`config.mk`:
```
export PLATFORM = sky130hd
export DESIGN_NAME = peri_rd_pipe_mux_flat
export DESIGN_NICKNAME = d
export VERILOG_FILES = /design/src/rtl/peri_rd_pipe_mux_if.sv /design/src/rtl/peri_rd_pipe_mux.sv /design/src/flat_wrapper.sv
export SDC_FILE = /design/constraint.sdc
export NUM_CORES = 1
export LEC_CHECK = 0
export BUFFER_PORTS_ARGS = -buffer_cell sky130_fd_sc_hd__buf_4
export CAP_MARGIN = 20
export CELL_PAD_IN_SITES_DETAIL_PLACEMENT = 0
export CELL_PAD_IN_SITES_GLOBAL_PLACEMENT = 1
export CORE_MARGIN = 10
export CORE_UTILIZATION = 15
export CTS_CLUSTER_SIZE = 28
export DETAILED_ROUTE_END_ITERATION = 8
export GPL_ROUTABILITY_DRIVEN = 0
export PLACE_DENSITY_LB_ADDON = 0.1
export REMOVE_ABC_BUFFERS = 1
export SLEW_MARGIN = 20
export SYNTH_ARGS = -nofsm -noshare
export SYNTH_HDL_FRONTEND = slang
export SYNTH_SLANG_ARGS = --single-unit
```
`constraint.sdc`:
```
create_clock -name HCLK -period 1.6 [get_ports HCLK]
set_clock_uncertainty 0.2 [all_clocks]
set_input_delay 0.08 -clock HCLK [delete_from_list [all_inputs] [get_ports HCLK]]
set_output_delay 0.08 -clock HCLK [all_outputs]
set_load 0.01 [all_outputs]
```
`src/rtl/peri_rd_pipe_mux_if.sv`:
```
`default_nettype none
// +--------------------------------------------------------------------+
// | peri_rd_pipe_mux_if : decoder/slave read-return bus bundle          |
// | Revision: 1.0                                                       |
// +--------------------------------------------------------------------+
interface peri_rd_pipe_mux_if #(
    parameter int NSLAVE = 8,
    parameter int DW     = 32
);
    logic                 PERIVALID;
    logic [NSLAVE-1:0]    PERISEL;
    logic [NSLAVE*DW-1:0] PERIDATA;
    logic [NSLAVE-1:0]    PERIREADYS;
    logic [DW-1:0]        PERIDATAR;
    logic                 PERIREADY;
    logic                 PERIERR;
    logic [NSLAVE-1:0]    DPSEL;

    modport master (
        output PERIVALID, PERISEL, PERIDATA, PERIREADYS,
        input  PERIDATAR, PERIREADY, PERIERR, DPSEL
    );

    modport slave (
        input  PERIVALID, PERISEL, PERIDATA, PERIREADYS,
        output PERIDATAR, PERIREADY, PERIERR, DPSEL
    );
endinterface
`default_nettype wire

```
`src/rtl/peri_rd_pipe_mux.sv`:
```
`default_nettype none
// +--------------------------------------------------------------------+
// | peri_rd_pipe_mux : pipelined read-return mux over NSLAVE slaves     |
// | Optional watchdog: PERI_RD_PIPE_MUX_TIMEOUT_EN                      |
// | Revision: 1.0                                                       |
// +--------------------------------------------------------------------+
module peri_rd_pipe_mux #(
    parameter int NSLAVE     = 8,
    parameter int DW         = 32,
    parameter int TMO_CYCLES = 256
) (
    input  wire logic          HCLK,
    input  wire logic          HRESETn,
    peri_rd_pipe_mux_if.slave  bus
);

    localparam logic [1:0] S_IDLE = 2'd0;
    localparam logic [1:0] S_DATA = 2'd1;
    localparam logic [1:0] S_ERR1 = 2'd2;
    localparam logic [1:0] S_ERR2 = 2'd3;

    logic [1:0]        r_state;
    logic [1:0]        w_state_nxt;
    logic [NSLAVE-1:0] r_dpsel;
    logic [NSLAVE-1:0] w_dpsel_nxt;
    logic [DW-1:0]     w_mux;
    logic              w_sel_ready;
    logic              w_onehot;
    logic              w_addr_ok;
    logic              w_timeout;
    logic              w_ready;
    logic              w_err;
    logic [DW-1:0]     w_datar;

    assign w_sel_ready = |(bus.PERIREADYS & r_dpsel);
    assign w_onehot    = (bus.PERISEL != '0) &&
                         ((bus.PERISEL & (bus.PERISEL - NSLAVE'(1))) == '0);
    assign w_addr_ok   = (r_state == S_IDLE) || (r_state == S_ERR2) ||
                         ((r_state == S_DATA) && w_sel_ready);

    // AND-OR mux: DPSEL is one-hot or zero, so no slice can leak through
    always_comb begin
        w_mux = '0;
        for (int i = 0; i < NSLAVE; i++) begin
            w_mux = w_mux | (bus.PERIDATA[i*DW +: DW] & {DW{r_dpsel[i]}});
        end
    end

`ifdef PERI_RD_PIPE_MUX_TIMEOUT_EN
    localparam int CW = $clog2(TMO_CYCLES);

    logic [CW-1:0] r_wdog;

    assign w_timeout = (r_state == S_DATA) && !w_sel_ready &&
                       (r_wdog == CW'(TMO_CYCLES - 1));

    always_ff @(posedge HCLK or negedge HRESETn) begin
        if (!HRESETn) begin
            r_wdog <= '0;
        end else if ((r_state == S_DATA) && !w_sel_ready) begin
            r_wdog <= r_wdog + CW'(1);
        end else if (w_state_nxt == S_DATA) begin
            r_wdog <= '0;
        end
    end
`else
    logic w_unused_tmo;
    assign w_unused_tmo = (TMO_CYCLES < 2);
    assign w_timeout    = 1'b0;
`endif

    always_ff @(posedge HCLK or negedge HRESETn) begin
        if (!HRESETn) begin
            r_state <= S_IDLE;
            r_dpsel <= '0;
        end else begin
            r_state <= w_state_nxt;
            r_dpsel <= w_dpsel_nxt;
        end
    end

    // Every ready cycle (IDLE, ERR2, completing DATA) doubles as an address phase
    always_comb begin
        w_state_nxt = r_state;
        w_dpsel_nxt = r_dpsel;
        if (w_timeout) begin
            w_state_nxt = S_ERR1;
            w_dpsel_nxt = '0;
        end else if (w_addr_ok) begin
            if (!bus.PERIVALID) begin
                w_state_nxt = S_IDLE;
                w_dpsel_nxt = '0;
            end else if (w_onehot) begin
                w_state_nxt = S_DATA;
                w_dpsel_nxt = bus.PERISEL;
            end else begin
                w_state_nxt = S_ERR1;
                w_dpsel_nxt = '0;
            end
        end else if (r_state == S_ERR1) begin
            w_state_nxt = S_ERR2;
        end
    end

    always_comb begin
        w_ready = 1'b1;
        w_err   = 1'b0;
        w_datar = '0;
        case (r_state)
            S_IDLE: begin
                w_ready = 1'b1;
            end
            S_DATA: begin
                w_ready = w_sel_ready;
                w_datar = w_mux;
            end
            S_ERR1: begin
                w_ready = 1'b0;
                w_err   = 1'b1;
            end
            S_ERR2: begin
                w_ready = 1'b1;
                w_err   = 1'b1;
            end
            default: begin
                w_ready = 1'b1;
            end
        endcase
    end

    assign bus.PERIREADY = w_ready;
    assign bus.PERIERR   = w_err;
    assign bus.PERIDATAR = w_datar;
    assign bus.DPSEL     = r_dpsel;

endmodule
`default_nettype wire

```
`src/flat_wrapper.sv`:
```
// flat-port wrapper written by rule: the top's interface ports become plain ports
module peri_rd_pipe_mux_flat 
#(
    parameter int NSLAVE     = 8,
    parameter int DW         = 32,
    parameter int TMO_CYCLES = 256
)
  (HCLK, HRESETn, bus_PERIVALID, bus_PERISEL, bus_PERIDATA, bus_PERIREADYS, bus_PERIDATAR, bus_PERIREADY, bus_PERIERR, bus_DPSEL);
  peri_rd_pipe_mux_if #(.NSLAVE(NSLAVE), .DW(DW)) bus_i ();
  input  wire logic HCLK;
  input  wire logic HRESETn;
  input wire logic [$bits(bus_i.PERIVALID)-1:0] bus_PERIVALID;
  input wire logic [$bits(bus_i.PERISEL)-1:0] bus_PERISEL;
  input wire logic [$bits(bus_i.PERIDATA)-1:0] bus_PERIDATA;
  input wire logic [$bits(bus_i.PERIREADYS)-1:0] bus_PERIREADYS;
  output wire logic [$bits(bus_i.PERIDATAR)-1:0] bus_PERIDATAR;
  output wire logic [$bits(bus_i.PERIREADY)-1:0] bus_PERIREADY;
  output wire logic [$bits(bus_i.PERIERR)-1:0] bus_PERIERR;
  output wire logic [$bits(bus_i.DPSEL)-1:0] bus_DPSEL;
  assign bus_i.PERIVALID = bus_PERIVALID;
  assign bus_i.PERISEL = bus_PERISEL;
  assign bus_i.PERIDATA = bus_PERIDATA;
  assign bus_i.PERIREADYS = bus_PERIREADYS;
  assign bus_PERIDATAR = bus_i.PERIDATAR;
  assign bus_PERIREADY = bus_i.PERIREADY;
  assign bus_PERIERR = bus_i.PERIERR;
  assign bus_DPSEL = bus_i.DPSEL;
  peri_rd_pipe_mux #(.NSLAVE(NSLAVE), .DW(DW), .TMO_CYCLES(TMO_CYCLES)) u_core (.HCLK(HCLK), .HRESETn(HRESETn), .bus(bus_i));
endmodule
```
* After elaboration in Yosys (flattened, before gate mapping)
Cells that the tools add are included.
Operators by class: add/sub/neg operators 1, eq/ne operators 3, mux-type cells 9, bitwise logic cells 17, reductions and logical operators 11
Operator list (number):
- bitwise AND 32 bit | 8
- OR 32 bit | 7
- two-way mux 32 bit | 1
- bitwise AND 8 bit | 2
- two-way mux 8 bit | 2
- zero test 8 bit | 1
- two-way mux 2 bit | 4
- nonzero test 8 bit | 1
- OR reduction 8 bit | 1
- subtractor 8 x 1 -> 8 bit, second input constant | 1
- == test 2 bit, second input constant | 2
- OR reduction 2 bit | 2
- one-hot mux 1 bit (3 select lines) | 1
- == test 2 x 1 -> 1 bit, second input constant | 1
- logical AND 1 bit | 2
- zero test 2 bit | 1
- logical OR 1 bit | 2
- nonzero test 2 bit | 1
- two-way mux 1 bit | 1
Word-level totals: register bits after elaboration 10, input port bits 275, output and inout port bits 42, logic and storage cells 43

* Longest topological paths before layout
Gate-level depths: netlist (run 1).
depth in word-level cells 9, gate-level depth with buffers 7, depth with buffers taken out 5

* Worst setup path after synthesis (run 1)
Ideal clock, no wire load.
path kind flip-flop to flip-flop, start reg u_core.r_dpsel[3], in the netlist u_core.bus.DPSEL[3], end reg u_core.r_state[1], library setup time 0.110 ns, arrival 1.363 ns, required time 1.290 ns, setup slack -0.073 ns, cell stages (with the launch flop) 8, buffers on the path 2, clock period less this slack 1.673 ns, cell sequence dfrtp_1 clkbuf_1 a22oi_1 nand4_1 a21oi_2 buf_4 o21ai_0 o41ai_1
Between the ends: cells in the longest elaborated chain, start to end 5
RTL lines:
- from (decl) | line peri_rd_pipe_mux.sv:24 | logic [NSLAVE-1:0] r_dpsel;
- from (signal assigned) | line peri_rd_pipe_mux.sv:78 | r_dpsel <= w_dpsel_nxt;
- bitwise AND 8 bit * | line peri_rd_pipe_mux.sv:35 | assign w_sel_ready = |(bus.PERIREADYS & r_dpsel);
- OR reduction 8 bit * | line peri_rd_pipe_mux.sv:35
- logical AND 1 bit * | line peri_rd_pipe_mux.sv:39 | ((r_state == S_DATA) && w_sel_ready);
- logical OR 1 bit * | line peri_rd_pipe_mux.sv:38 | assign w_addr_ok = (r_state == S_IDLE) || (r_state == S_ERR2) ||
- two-way mux 2 bit or nonzero test 2 bit (tied branches)
- to (signal assigned) | line peri_rd_pipe_mux.sv:77 | r_state <= w_state_nxt;
- to (decl) | line peri_rd_pipe_mux.sv:22 | logic [1:0] r_state;
Every way passes the cells marked *; elsewhere a longest branch is shown, timed or not. A chain may end at the register's enable or synchronous reset.

* Worst setup path in the final report (run 1)
start reg u_core.r_dpsel[0], in the netlist u_core.bus.DPSEL[0], end out bus_PERIDATAR[15]
Between the ends: cells in the longest elaborated chain, start to end 9
RTL lines:
- bitwise AND 32 bit | line peri_rd_pipe_mux.sv:45 | w_mux = w_mux | (bus.PERIDATA[i*DW +: DW] & {DW{r_dpsel[i]}});
- OR 32 bit (7 in series) | line peri_rd_pipe_mux.sv:45
- two-way mux 32 bit | line peri_rd_pipe_mux.sv:109 | case (r_state)
- to (decl) | line flat_wrapper.sv:16 | output wire logic [$bits(bus_i.PERIDATAR)-1:0] bus_PERIDATAR;
Every way passes these cells.

==> results.py, run 1 <==
metrics = {
    "place": {
        "dp.final_hpwl_um": 15770,
        "io_buffer_count": 316,
        "place_ws_ps": -57.14,
        "place_inst": 742,
    },
    "pwr": {
        "p_per_area_mw_per_mm2": 536.5,
        "ir_drop_v": 0.0004843,
        "p_leak_nw": 2.199,
    },
    "critical_path": {
        "critPathKind": "flop to output pin",
        "cp-start-kind": "flop",
        "cp.required_ps": 1320,
        "path_buf_inv": 3,
        "r2r_slack_ps": -60,
        "end_kind": "output pin",
        "cpMaxStageDelayCell": "dfrtp_1",
        "timing.rr.start": "u_core.bus.DPSEL[3]",
        "reg2reg_depth": 6,
        "timing.rr.end": "u_core.bus.DPSEL[5]",
        "arrival_ps": 1420,
        "crit_chain": "buf_6, buf_12, a22oi_2, a41oi_2, buf_4",
        "cp_max_fo": 10,
        "path_delay_family": "buffers and inverters",
        "slowest_delay_ps": 380,
    },
    "yosys": {
        "synth_commonest_cells": "132 x a22oi_1, 35 x clkbuf_1, 32 x a41oi_1",
        "synth_top_area_share": 0.4969,
        "ys_seq_area_frac": 0.1255,
        "synth-seq-cells": 10,
        "synth_edf_count": 0,
        "yosysWarnings": 0,
        "synthTopCellsByArea": "a22oi_1 50%, a41oi_1 14%, dfrtp_1 13%",
        "avgSynthCellArea_um2": 7.526,
        "synth-async-reset-ratio": 1.000,
        "synthDistinctLibCells": 21,
        "ys.flop_type": "dfrtp_1",
        "synth.most_common_cell": "a22oi_1",
        "synth_area_mm2": 0.001994,
        "synth_top_area_cell": "a22oi_1",
        "synthesis.instances": 265,
    },
    "status": {
        "violations": "negative setup slack",
        "status": "finished, violations left",
    },
    "routing": {
        "num_vias": 3926,
        "final_antenna_net_count": 0,
        "drc": 0,
        "drt-total-wl_um": 20040,
        "wl_per_cell_um": 26.10,
        "drt_iter0_markers": 214,
        "viasPerCell": 5.112,
        "dr.pass1.iters": 4,
    },
    "timing": {
        "worstMarginPinSlew_ps": 301.7,
        "rsz0062_at_grt": "yes",
        "fin_crit_ps": 1703,
        "setup_viol": 43,
        "fin_crit_sh": 1.064,
        "hold_slack_ps": 21.46,
        "max_freq_ghz": 0.5873,
        "max_slew_margin": 0.7973,
        "finalWorstSetupSlack_ps": -102.6,
        "final_hold_viol_count": 0,
        "drv_slew": 0,
    },
    "grt": {
        "gr-total-overflow": 0,
        "grtUsageTotal": 0.1958,
        "grt_pass1_wl_um": 27490,
        "grt_max_degree": 25,
        "antenna_found_initial": 4,
        "grt_pass1_vias": 4259,
    },
    "floorplan": {
        "die_w_um": 135.3,
        "core_mm2": 0.01314,
        "die_h_um": 135.3,
        "start_util": 0.1518,
        "io_pins": 317,
        "die_area_mm2": 0.01831,
        "rows": 42,
    },
    "final_layout": {
        "syn_to_final_growth_pct": 173.9,
        "finalNonFillerCells": 768,
        "drive_above_1_share": 0.7109,
        "nets": 867,
    },
    "clock_tree": {
        "clockRootBuffer": "clkbuf_16",
        "tritoncts": "done",
        "h-tree-depth": 1,
        "clk-insertion-delay-late_ps": 230,
        "cts_buffer_depth": 2,
        "path_clk_slew_ps": 40,
        "clock-sinks": 10,
        "numCtsBuffers": 3,
    },
    "job": {
        "max_cap_violations": 0,
    },
    "worst_hold_path": {
        "hold_path.class": "input port to async pin",
    },
}
## state kept, by name, indices dropped and copies added, names as in the netlist
register,flops
u_core.bus.DPSEL,8
u_core.r_state,2
## worst max path at each step
| stage | startpoint | to | slack [ps] | cells past startpoint |
|---|---|---|---|---|
| after floorplan | u_core.bus.DPSEL[2] | u_core.r_state[1] | -380 | 4 |
| after global routing | u_core.bus.DPSEL[1] | u_core.bus.DPSEL[2] | -210 | 6 |
| final | u_core.bus.DPSEL[0] | bus_PERIDATAR[15] | -100 | 5 |
| after detailed placement | u_core.bus.DPSEL[0] | u_core.bus.DPSEL[6] | -60 | 6 |
| after CTS | u_core.bus.DPSEL[0] | bus_PERIDATAR[9] | -100 | 5 |
| after global placement | u_core.bus.DPSEL[3] | u_core.bus.DPSEL[6] | -60 | 6 |
## layout make-up
class / instances / area, µm²
Timing Repair Buffer: 355 / 2905
Sequential cell: 10 / 251.5
Tap cell: 176 / 220.2
Clock buffer: 4 / 88.84
Multi-Input combinational cell: 215 / 1964
Fill cell: 1364 / 7675
Inverter: 4 / 22.52
Antenna cell: 4 / 10.01
## power breakdown
| part | total, mW | leakage (nW) | switching [mW] | internal (mW) |
|---|---|---|---|---|
| combinational | 2.13 | 2.02 | 0.958 | 1.17 |
| sequential | 0.324 | 0.135 | 0.0330 | 0.291 |
| clock | 0.477 | 0.0442 | 0.102 | 0.374 |
## routing by layer
layer,share of wire,up-vias,global-route usage
li1,-,1812,-
met1,0.37,1908,0.2079
met2,0.54,190,0.3703
met3,0.078,16,0.05193
met4,0.018,0,0.05203
met5,0,-,0
## timing repair
item                                    in CTS  in global routing
setup buffers                                2                  1
hold buffers                                10                  0
endpoints found under the setup margin      42                 44
gates cloned                                 4                  1
hold endpoints to repair                    19                  0
resized for setup                           82                 14
pin swaps                                   11                 11
## worst reg2reg max path, cell delays in order (launching register included)
cell and delay (ps):
dfrtp_1 400, a22oi_1 180, nand4_1 220, a21oi_2 290, buf_6 160, nand2_1 50, o21ai_1 80
## cells by family (layout without fill, tap and decap cells)
group	Yosys count	in the layout	synth area share
AO/OA/AOI/OAI	181	181	0.6932
adder cells (fa/ha/maj)	3	3	0.01882
buffers and inverters	40	363	0.07717
flip-flops	10	10	0.1255
other	0	4	0
AND/OR/NAND/NOR	31	31	0.08532
## metrics by stage
step | cell area [µm²] | total power, mW | utilization | TNS, ps
2_1_floorplan | 1856 | 0.9171 | - | -5322
3_3_place_gp | 4643 | 1.953 | 0.3534 | -428.9
3_5_place_dp | 4643 | 1.956 | 0.3534 | -399.9
4_1_cts | 5361 | 2.894 | 0.4081 | -3044
5_1_grt | 5463 | 3.131 | 0.4158 | -6331
6_report | 5463 | 2.931 | 0.4158 | -2965
## layout by cell type, fill, tap and decap left out, types with 2 or more instances in the layout
| cell | n |
|---|---|
| a41oi_1 | 9 |
| buf_4 | 321 |
| buf_8 | 3 |
| dfrtp_1 | 9 |
| a211oi_1 | 2 |
| nor2_1 | 5 |
| o21ai_1 | 7 |
| inv_1 | 2 |
| clkbuf_16 | 4 |
| a41oi_2 | 23 |
| a22oi_2 | 34 |
| buf_12 | 4 |
| ha_4 | 2 |
| buf_6 | 12 |
| dlygate4sd3_1 | 10 |
| a22oi_1 | 98 |
| diode_2 | 4 |
| o21ai_0 | 3 |
| nand2_1 | 16 |
| buf_16 | 4 |
| nand4_1 | 2 |
| nand4b_1 | 4 |
No activity file was read; power rests on OpenSTA's default activity.
==> run 2, diff against run 1 <==
BUFFER_PORTS_ARGS = unset   (was -buffer_cell sky130_fd_sc_hd__buf_4)
CORE_AREA = 10 10 114 116   (was unset)
CORE_MARGIN = unset   (was 10)
CORE_UTILIZATION = unset   (was 15)
DIE_AREA = 0 0 124 126   (was unset)
DONT_BUFFER_PORTS = 1   (was unset)
==> results.py, run 2 (synthesis gave the netlist of run 1 again) <==
metrics = {
    "grt": {
        "grtUsageTotal": 0.1855,
        "gr-total-overflow": 0,
        "grt_pass1_vias": 3258,
        "grt_pass1_wl_um": 22210,
        "antenna_found_initial": 0,
        "grt_max_degree": 24,
    },
    "pwr": {
        "ir_drop_v": 0.0006677,
        "p_leak_nw": 0.9042,
        "p_per_area_mw_per_mm2": 690.0,
    },
    "timing": {
        "worstMarginPinSlew_ps": 536.6,
        "fin_crit_ps": 1745,
        "setup_viol": 43,
        "rsz0062_at_grt": "yes",
        "final_hold_viol_count": 0,
        "finalWorstSetupSlack_ps": -144.8,
        "fin_crit_sh": 1.090,
        "max_slew_margin": 0.6411,
        "fin_setup_tns_ps": -3676,
        "max_freq_ghz": 0.5731,
        "drv_slew": 0,
    },
    "place": {
        "dp.final_hpwl_um": 13160,
        "io_buffer_count": 0,
    },
    "routing": {
        "viasPerCell": 6.503,
        "wl_met1_um": 5903,
        "drc": 0,
        "dr.pass1.iters": 4,
        "route.met2.wl_um": 9221,
        "drt-total-wl_um": 17010,
        "final_antenna_net_count": 0,
        "wl_met3_um": 1553,
        "maxUsedRoutingLayer": "met4",
        "drt_iter0_markers": 270,
        "num_vias": 2959,
        "wl_per_cell_um": 37.39,
    },
    "status": {
        "violations": "negative setup slack",
        "status": "finished, violations left",
    },
    "final_layout": {
        "final_common_cell": "a22oi_1",
        "drive_above_1_share": 0.5873,
        "insertedDiodeCount": 0,
        "nets": 595,
        "largest_register_ffs": 8,
        "mostFrequentLayoutCells": "77 x a22oi_1, 55 x a22oi_2, 46 x buf_4",
        "fin_util": 0.3313,
        "syn_to_final_growth_pct": 77.73,
    },
    "floorplan": {
        "core_mm2": 0.01070,
        "die_w_um": 124,
        "die_area_mm2": 0.01562,
        "start_util": 0.1864,
        "rows": 38,
        "io_pins": 317,
        "die_h_um": 126,
    },
    "critical_path": {
        "crit_chain": "buf_12, buf_12, a22oi_1, a41oi_1, buf_4",
        "path_buf_inv": 3,
        "r2r_slack_ps": -70,
        "reg2reg_depth": 7,
        "slowest_delay_ps": 450,
        "cp.required_ps": 1320,
        "path_delay_family": "buffers and inverters",
        "cp-start-kind": "flop",
        "critPathKind": "flop to output pin",
        "cp_common_cell": "buf_12",
        "timing.rr.start": "u_core.bus.DPSEL[1]",
        "cpMaxStageDelayCell": "dfrtp_2",
        "cp_max_fo": 8,
        "end_kind": "output pin",
        "timing.rr.end": "u_core.bus.DPSEL[5]",
        "arrival_ps": 1460,
    },
    "clock_tree": {
        "tritoncts": "done",
        "h-tree-depth": 1,
        "numCtsBuffers": 3,
        "clock-sinks": 10,
        "clk-insertion-delay-late_ps": 230,
        "clockRootBuffer": "clkbuf_8",
        "cts_buffer_depth": 2,
        "path_clk_slew_ps": 50,
    },
    "worst_hold_path": {
        "hold_depth": 3,
        "hold_start": "bus_PERISEL[0]",
        "min_to": "u_core.r_state[1]",
        "hold_path.class": "input port to flop",
    },
    "job": {
        "max_cap_violations": 0,
    },
}
run 2: cell types whose count changed in the layout (fill, tap and decap cells not counted), sizes merged:
cell	change
diode	-4
clkbuf	+2
buf	-275
run 2: worst max path at each step:
stage / start / end / slack, ps / depth (start not counted)
2_1_floorplan: u_core.bus.DPSEL[2] / u_core.r_state[1] / -380 / 4
3_3_place_gp: u_core.bus.DPSEL[3] / u_core.bus.DPSEL[6] / -70 / 6
3_5_place_dp: u_core.bus.DPSEL[3] / u_core.bus.DPSEL[3] / -100 / 6
4_1_cts: u_core.bus.DPSEL[5] / bus_PERIDATAR[16] / -140 / 5
5_1_grt: u_core.bus.DPSEL[0] / bus_PERIDATAR[18] / -200 / 4
6_report: u_core.bus.DPSEL[5] / bus_PERIDATAR[7] / -140 / 5
run 2: per-layer routing:
metal / up-vias / global-route usage
met5: - / 0
met4: 0 / 0.03388
met2: 193 / 0.3452
li1: 1265 / -
met3: 21 / 0.04513
met1: 1480 / 0.2069
run 2: power breakdown:
part	internal, mW	switching [mW]	leakage [nW]
clock network	0.164	0.0913	0.0216
logic	0.885	0.975	0.755
registers	0.291	0.0389	0.128
total	1.34	1.11	0.904
run 2: through the flow:
step | power (mW) | hold slack (ps) | cells | instance area (µm²) | worst slack (ps)
floorplan | 0.9171 | -415.6 | 229 | 1856 | -384.1
global placement | 1.413 | -415.1 | 430 | 2526 | -73.72
detailed placement | 1.415 | -414.9 | 430 | 2526 | -99.96
CTS | 2.072 | 5.570 | 449 | 3077 | -143.3
global route | 2.592 | 53.79 | 455 | 3545 | -197.5
finish | 2.446 | 26.58 | 455 | 3545 | -144.8
run 2: final cells by class:
cell class / instances / area, µm²
sequential: 10 / 256.5
inverter: 4 / 22.52
multi-input combinational: 215 / 2156
tap: 140 / 175.2
timing repair buffer: 83 / 893.4
clock buffer: 3 / 41.29
fill: 1117 / 7153
run 2: what timing repair did:
action,4_1_cts,5_1_grt
gates cloned,1,4
hold buffers,10,0
endpoints found under the setup margin,41,44
endpoints found under the hold margin,20,0
resized for setup,74,74
buffers inserted,6,2
pin swaps,9,39
run 2: worst register-to-register path, stage by stage (launching register included):
cell	delay, ps
dfrtp_1	410
a22oi_1	190
nand4_1	140
buf_4	180
a21oi_4	170
buf_6	170
nand2_1	60
o21ai_1	80
